### config.mk
export PLATFORM = sky130hd
export DESIGN_NAME = i2s_master_tx
export DESIGN_NICKNAME = d
export VERILOG_FILES = /design/src/rtl/i2s_master_tx.sv
export SDC_FILE = /design/constraint.sdc
export NUM_CORES = 1
export LEC_CHECK = 0
export BUFFER_PORTS_ARGS = -buffer_cell sky130_fd_sc_hd__buf_4
export CORE_UTILIZATION = 50
export CTS_CLUSTER_SIZE = 14
export DETAILED_ROUTE_END_ITERATION = 10
export MAX_ROUTING_LAYER = met4
export PLACE_DENSITY = 0.7
export SLEW_MARGIN = 15
export SYNTH_ARGS = -nofsm -noshare
export SYNTH_HDL_FRONTEND = slang
export SYNTH_SLANG_ARGS = --single-unit
### constraint.sdc
create_clock -name clk -period 4.2 [get_ports clk]
set_clock_uncertainty 0.1 [all_clocks]
set_input_delay 0.42 -clock clk [delete_from_list [all_inputs] [get_ports clk]]
set_output_delay 0.42 -clock clk [all_outputs]
set_load 0.005 [all_outputs]
### src/rtl/i2s_master_tx.sv
// ---------------------------------------------------------------------------
// i2s_master_tx
//   I2S clock-master transmitter. Generates BCLK and LRCLK from clk and
//   serialises stereo sample pairs onto sdata. Samples are offered through a
//   one-entry valid/ready holding register. The holding register is copied
//   into the transmit registers once per frame, at the load point.
//
// Parameters
//   BITSIZE   : sample width, two's complement (BITSIZE <= SLOT_BITS-2)
//   SLOT_BITS : BCLK periods per channel slot (power of two)
//   BCLK_DIV  : clk cycles per BCLK half-period (>= 1)
//
// Ports
//   clk         in   system clock
//   rst         in   asynchronous active-high reset
//   left_in     in   left sample
//   right_in    in   right sample
//   in_valid    in   sample pair valid
//   in_ready    out  holding register empty
//   bclk        out  bit clock
//   lrclk       out  word select (0 = left, 1 = right)
//   sdata       out  serial data, changes on BCLK falling edges
//   frame_start out  one-clk pulse when the left slot begins
//   underrun    out  one-clk pulse with frame_start when no new pair was loaded
//
// Build option
//   I2S_MASTER_TX_LEFT_JUSTIFIED_EN : left-justified format (the MSB is
//   coincident with the lrclk edge). When undefined, the block uses standard
//   I2S with a one-bit delay.
// ---------------------------------------------------------------------------
module i2s_master_tx #(
  parameter int BITSIZE   = 16,
  parameter int SLOT_BITS = 32,
  parameter int BCLK_DIV  = 8
) (
  input  logic               clk,
  input  logic               rst,
  input  logic [BITSIZE-1:0] left_in,
  input  logic [BITSIZE-1:0] right_in,
  input  logic               in_valid,
  output logic               in_ready,
  output logic               bclk,
  output logic               lrclk,
  output logic               sdata,
  output logic               frame_start,
  output logic               underrun
);

  localparam int FRAME_BITS = 2 * SLOT_BITS;
  localparam int CNT_W      = $clog2(FRAME_BITS);
  localparam int SLOT_W     = $clog2(SLOT_BITS);
  localparam int DIV_W      = (BCLK_DIV > 1) ? $clog2(BCLK_DIV) : 1;
  localparam logic [DIV_W-1:0] DIV_LAST  = DIV_W'(BCLK_DIV - 1);
  // bit_cnt value just before the load point (the load point is FRAME_BITS-1).
  localparam logic [CNT_W-1:0] LOAD_PREV = CNT_W'(FRAME_BITS - 2);
  localparam logic [CNT_W-1:0] CNT_RST   = CNT_W'(FRAME_BITS - 2);

  logic [DIV_W-1:0]   div_cnt_q, div_cnt_d;
  logic               bclk_q, bclk_d;
  logic [CNT_W-1:0]   bit_cnt_q, bit_cnt_d;
  logic               lrclk_q, lrclk_d;
  logic               sdata_q, sdata_d;
  logic               frame_start_q, frame_start_d;
  logic               underrun_q, underrun_d;
  logic               pend_q, pend_d;          // last load found the hold register empty
  logic               hold_full_q, hold_full_d;
  logic [BITSIZE-1:0] hold_l_q, hold_l_d, hold_r_q, hold_r_d;
  logic [BITSIZE-1:0] cur_l_q, cur_l_d, cur_r_q, cur_r_d;

  logic               div_tc, fall, load, accept;
  logic [CNT_W-1:0]   bit_nxt;
  logic [SLOT_W-1:0]  slot_k;
  logic [BITSIZE-1:0] sample;
  logic [SLOT_BITS-1:0] slot_vec;

  always_comb begin
    div_tc  = (div_cnt_q == DIV_LAST);
    fall    = div_tc && bclk_q;
    bit_nxt = bit_cnt_q + CNT_W'(1);   // SLOT_BITS is a power of two, so this wraps mod frame
    load    = fall && (bit_cnt_q == LOAD_PREV);
    accept  = in_valid && !hold_full_q;
    slot_k  = bit_nxt[SLOT_W-1:0];
    sample  = bit_nxt[CNT_W-1] ? cur_r_q : cur_l_q;
    // Slot image with slot bit k at position SLOT_BITS-1-k, which is ~k in
    // SLOT_W bits.
`ifdef I2S_MASTER_TX_LEFT_JUSTIFIED_EN
    slot_vec = {sample, {(SLOT_BITS - BITSIZE){1'b0}}};
`else
    slot_vec = {1'b0, sample, {(SLOT_BITS - 1 - BITSIZE){1'b0}}};
`endif

    div_cnt_d     = div_tc ? '0 : div_cnt_q + DIV_W'(1);
    bclk_d        = div_tc ? ~bclk_q : bclk_q;
    bit_cnt_d     = bit_cnt_q;
    lrclk_d       = lrclk_q;
    sdata_d       = sdata_q;
    frame_start_d = 1'b0;
    underrun_d    = 1'b0;
    pend_d        = pend_q;
    hold_full_d   = hold_full_q;
    hold_l_d      = hold_l_q;
    hold_r_d      = hold_r_q;
    cur_l_d       = cur_l_q;
    cur_r_d       = cur_r_q;

    if (fall) begin
      bit_cnt_d     = bit_nxt;
      lrclk_d       = bit_nxt[CNT_W-1];
      sdata_d       = slot_vec[~slot_k];
      frame_start_d = (bit_nxt == '0);
      underrun_d    = (bit_nxt == '0) && pend_q;
    end

    // The load lands on right-slot bit SLOT_BITS-1, which is always padding.
    // Replacing cur_r here therefore cannot corrupt a transmitted bit.
    if (load) begin
      if (hold_full_q) begin
        cur_l_d     = hold_l_q;
        cur_r_d     = hold_r_q;
        hold_full_d = 1'b0;
        pend_d      = 1'b0;
      end else begin
        pend_d      = 1'b1;
      end
    end

    // accept needs the hold register to be empty, so it never collides with a
    // load that drains a full hold register.
    if (accept) begin
      hold_l_d    = left_in;
      hold_r_d    = right_in;
      hold_full_d = 1'b1;
    end
  end

  always_ff @(posedge clk or posedge rst) begin
    if (rst) begin
      div_cnt_q     <= '0;
      bclk_q        <= 1'b0;
      bit_cnt_q     <= CNT_RST;
      lrclk_q       <= 1'b1;
      sdata_q       <= 1'b0;
      frame_start_q <= 1'b0;
      underrun_q    <= 1'b0;
      pend_q        <= 1'b0;
      hold_full_q   <= 1'b0;
      hold_l_q      <= '0;
      hold_r_q      <= '0;
      cur_l_q       <= '0;
      cur_r_q       <= '0;
    end else begin
      div_cnt_q     <= div_cnt_d;
      bclk_q        <= bclk_d;
      bit_cnt_q     <= bit_cnt_d;
      lrclk_q       <= lrclk_d;
      sdata_q       <= sdata_d;
      frame_start_q <= frame_start_d;
      underrun_q    <= underrun_d;
      pend_q        <= pend_d;
      hold_full_q   <= hold_full_d;
      hold_l_q      <= hold_l_d;
      hold_r_q      <= hold_r_d;
      cur_l_q       <= cur_l_d;
      cur_r_q       <= cur_r_d;
    end
  end

  assign in_ready    = !hold_full_q;
  assign bclk        = bclk_q;
  assign lrclk       = lrclk_q;
  assign sdata       = sdata_q;
  assign frame_start = frame_start_q;
  assign underrun    = underrun_q;

endmodule

### After elaboration in Yosys (flattened, before gate mapping)

Cells that the tools add are included.
W data, S select, Z words.

| cells by class | value |
|---|---|
| equality and inequality tests | 2 |
| reduce and logical (&&, ||, !) cells | 8 |
| bitwise operators | 2 |
| mux-type cells | 9 |
| $lt $le $gt $ge | 1 |
| add/subtract/negate cells | 2 |

Operators by type and width:

| cell | count |
|---|---|
| $mux W16 | 1 |
| $add A6 B1 Y6 const B | 1 |
| $eq A6 B6 Y1 const B | 1 |
| $logic_not A6 Y1 | 1 |
| $lt A5 B6 Y1 const B | 1 |
| $mux W1 | 6 |
| $bmux W1 S5 | 1 |
| $not A5 Y5 | 1 |
| $logic_and A1 B1 Y1 | 4 |
| $add A3 B1 Y3 const B | 1 |
| $eq A3 B3 Y1 const B | 1 |
| $mux W3 | 1 |
| $reduce_and A2 Y1 | 1 |
| $reduce_bool A2 Y1 | 1 |
| $logic_not A1 Y1 | 1 |
| $not A1 Y1 | 1 |

| storage, ports and cells | value |
|---|---|
| word-level logic and storage cells | 37 |
| output and inout bits | 6 |
| bits in registers | 80 |
| input bits | 35 |

### Logic depth before layout (Yosys ltp)

| depth | value |
|---|---|
| depth in word-level cells | 5 |
| depth in mapped cells | 8 |
| gate-level depth less buffers | 8 |

### Worst setup path before layout

OpenSTA, ideal clock, no wires.

| path | value |
|---|---|
| path type | flip-flop to flip-flop |
| start point | register bit_cnt_q[0] |
| end point | register sdata_q, in the netlist sdata |
| setup slack | 1.953 ns |
| cell stages (with the launch flop) | 8 |
| required time | 3.956 ns |
| period minus slack after synthesis | 2.247 ns |
| library setup time | 0.144 ns |
| arrival time | 2.003 ns |
| path buffers | 1 |
| cells stage by stage | dfrtp_1 buf_6 clkinv_1 ha_1 mux4_2 a21oi_1 o31a_1 o311ai_2 |

| between the ends | value |
|---|---|
| word-level cells in the longest chain between the ends | 4 |
| elaborated cells between the ends (all ways) | 5 |
| those cells by class | add/sub (1); mux (3); bitwise (1) |

RTL lines:

| what | line | source |
|---|---|---|
| from (decl) | 60 | `logic [CNT_W-1:0] bit_cnt_q, bit_cnt_d;` |
| from (signal assigned) | 154 | `bit_cnt_q <= bit_cnt_d;` |
| $add A6 B1 Y6 | 79 | `bit_nxt = bit_cnt_q + CNT_W'(1);` |
| net bit_nxt[0] | 71 | `logic [CNT_W-1:0] bit_nxt;` |
| $not A5 Y5 | 109 | `sdata_d = slot_vec[~slot_k];` |
| $bmux W1 S5 | 109 |  |
| $mux W1 (implied by the code) | 109 |  |
| to (signal assigned) | 156 | `sdata_q <= sdata_d;` |
| to (decl) | 62 | `logic sdata_q, sdata_d;` |

The timed path passes the listed nets, and every way through them passes these cells. The select of a mux whose other input is x is not followed.
A chain may end at the register's enable or synchronous reset.

### Worst setup path after layout

Same ends and word-level chain as after synthesis.

==> metrics.txt <==
headroom to the max-slew limit=0.5607; Pre-antenna DRT Iters=4; post-CTS setup repair buffer count=0; CTS max path bufs=2; Synth Cell Area=about 0.0036 mm2; routed vias=2098; reg2reg setup slack=1.56 ns; Reg clk slew, reported paths=about 0.07 ns; Max Slew Vio Count=0; Post-Synthesis Cells=between 200 and 300; Syn. warnings=0; Total Routing Usage GR=0.1970; Rows=30; Pint=1.083 mW; total congestion overflow=0; CP endpoint=sdata; Crit Reg-Reg Endpoint=sdata; fin worst setup slack=around 1.6 ns; final WL=approximately 6200 um; CP Launch Point=bit_cnt_q[0]; Setup CP Type=register to register; clk_lat worst skew=0.34 ns; RSZ-0062 raised after global routing=no; status=completed; Layout Cells excl Fill=between 300 and 400; Critical Path End Type=register; final-stage net count=between 300 and 400; Hold Path Class=input pin to asynchronous set/reset pin; Post-CTS Resized=0; first-pass GRT wire length=approximately 11000 um; die footprint=roughly 0.0075 mm2; CTS buffer count=9; post-synthesis compound-gate area fraction=0.05874; Final Cycle Share=0.6291; fmax=378.5 MHz; CTS sink count=79; mux contribution to synthesized area=0.2381; Post-synth EDFFs=0; DRT iter0 DRCs=85; Finished Cell Area=between 0.004 and 0.005 mm2; Netlist cell types=between 50 and 60; Sw Ratio=0.2163; Seq pwr share=0.589; core area=between 0.006 and 0.007 mm2; number of global-route vias before repair=~2.2k; GPL Wtd Cong=0.8474; Inserted Diodes=0; # setup viols final=0; Critical Path Start Type=register; Post-Place Cells=between 300 and 400; Synth Area in Simple Gates=0.07351; htree depth=3; Peak VDD IR=around 0.29 mV; Area Growth Syn to Fin=14.98%; CTS Hold Bufs=0; Syn Nets=about 290; synthesized flop and latch total=79; I/O Buffers=40; initial antenna violation count=0; post-synthesis adder-cell area fraction=0.01759; # IOs=41; final hold vios=0; WL/cell=about 16 um; die width=between 80 and 90 um; Die Y=~86 um; post-route ant nets=0; initial core utilization=0.5207; largest family of logic cells by synthesized area=multiplexers; clock share of power=0.359; share of cells above drive strength 1=0.4765; power per cell area=about 340 mW/mm2; Post-Synth XOR/XNOR Area=0.02708; pin count of the biggest net entering global routing=49; dpl ws=roughly 1.6 ns; CP arrival=between 2 and 3 ns; Max Cap Viol=0; # fillers=just under 600; register area share after synthesis=0.5575; Primary FF master, synth=dfrtp_1; Post-DP HPWL=~4500 um; Residual DRC=0; DP Area=0.003920 mm2; Reg2Reg Depth=6; crit-path max FO=11; WP data required=around 4.3 ns; setup TNS after final layout=0 ns; asr flop ratio synth=1.000; Combinational Power Share=0.052; CTS tree=built; switching power=around 0.30 mW; minimum clock period=roughly 2.6 ns; CTS root buf=clkbuf_8; worst r2r src=bit_cnt_q[0]; Vias/cell=roughly 5.3; LEAKAGE=between 1.5 and 2 nW; worst-margin pin slew=roughly 0.66 ns; Avg Inst Size Synth=approximately 14 um2
power by group through the flow:
stage	Combinational, mW	Sequential (mW)	Clock (mW)
2_1_floorplan	0.0424	0.822	0
4_1_cts	0.0744	0.815	0.516
5_1_grt	0.0827	0.820	0.542
3_3_place_gp	0.0715	0.828	0
6_report	0.0720	0.814	0.495
3_5_place_dp	0.0745	0.830	0
how the worst min path moves through the flow:
stage	startpoint	endpoint	slack, ns	cells past startpoint
after global placement	div_cnt_q[0]	div_cnt_q[0]	0.32	1
after floorplan	div_cnt_q[0]	div_cnt_q[0]	0.30	1
after detailed placement	div_cnt_q[0]	div_cnt_q[0]	0.33	1
final	rst	hold_r_q[1]	0.07	2
after global routing	rst	hold_r_q[1]	0.13	2
after CTS	rst	hold_r_q[1]	0.09	2
critical path, cell delays in order (launching register included):
cell and delay [ns]:
dfrtp_1 0.58, clkinv_1 0.35, ha_1 0.53, mux4_2 0.53, a21oi_1 0.15, o31a_1 0.16
o311ai_2 0.10
logic make-up after synthesis:
family                     Yosys count
muxes                               72
and+or+nand+nor                     46
xor gates and xnor gates            11
buffers and inverters               16
adders and majority gates            5
DFF                                 79
AOI/OAI and AO/OA                   24
cell usage in the layout (no fill, tap or decap), drive strengths merged, types with 3 or more instances in the layout:
master   n
dfrtp   74
mux2    68
buf     43
nand2   15
clkbuf  11
nor2     7
xor2     7
nor3     6
ha       5
dfstp    5
xnor2    4
o21ai    4
nand3    4
inv      4
and2     3
mux4     3
a21oi    3
nor4     3
clkinv   3
registers in the layout, summed over array words and instances (netlist names):
| signal | flops |
|---|---|
| bclk | 1 |
| pend_q | 1 |
| hold_full_q | 1 |
| hold_l_q | 16 |
| sdata | 1 |
| underrun | 1 |
| frame_start | 1 |
| hold_r_q | 16 |
| div_cnt_q | 3 |
| cur_r_q | 16 |
| cur_l_q | 16 |
| bit_cnt_q | 6 |
layer usage:
metal / part of all wire / wire (um) / global-route usage
met5: 0 / 0 / -
met4: 0.021 / 129 / 0.08333
met3: 0.029 / 177 / 0.03905
met2: 0.49 / 2994 / 0.3095
met1: 0.46 / 2860 / 0.2513
area by class of cell:
type | count | area (um2) | area share
flip-flops and latches | 79 | 1983 | 0.4849
repair buffers | 43 | 322.8 | 0.07892
clock inverters | 3 | 18.77 | 0.004589
inverters | 4 | 15.01 | 0.003671
clock buffers | 11 | 151.4 | 0.03701
multi-input cells | 158 | 1479 | 0.3616
well taps | 96 | 120.1 | 0.02937
synth_stat cells (3+ instances only):
library cell / number / share of area
nor2_1: 7 / 0.0074
buf_6: 3 / 0.0095
dfrtp_1: 74 / 0.52
nand2_1: 13 / 0.014
mux2_2: 63 / 0.20
xnor2_1: 4 / 0.0098
xor2_1: 7 / 0.017
nor3_1: 6 / 0.0084
ha_1: 5 / 0.018
mux4_2: 3 / 0.019
dfstp_2: 5 / 0.037
and2_1: 3 / 0.0053
buf_2: 4 / 0.0056
o21ai_0: 3 / 0.0042
nand3_1: 3 / 0.0042
a21oi_1: 3 / 0.0042
inv_1: 3 / 0.0032
buf_1: 3 / 0.0032
mux2_1: 4 / 0.013
stage by stage:
step / utilization / power, mW / hold WS, ns
3_5_place_dp: 0.5738 / 0.9044 / 0.3318
4_1_cts: 0.5987 / 1.405 / 0.09105
6_report: 0.5987 / 1.382 / 0.07446
2_1_floorplan: - / 0.8639 / 0.3031
3_3_place_gp: 0.5738 / 0.8997 / 0.3163
5_1_grt: 0.5987 / 1.444 / 0.1305
(Power assumes the default switching activity.)
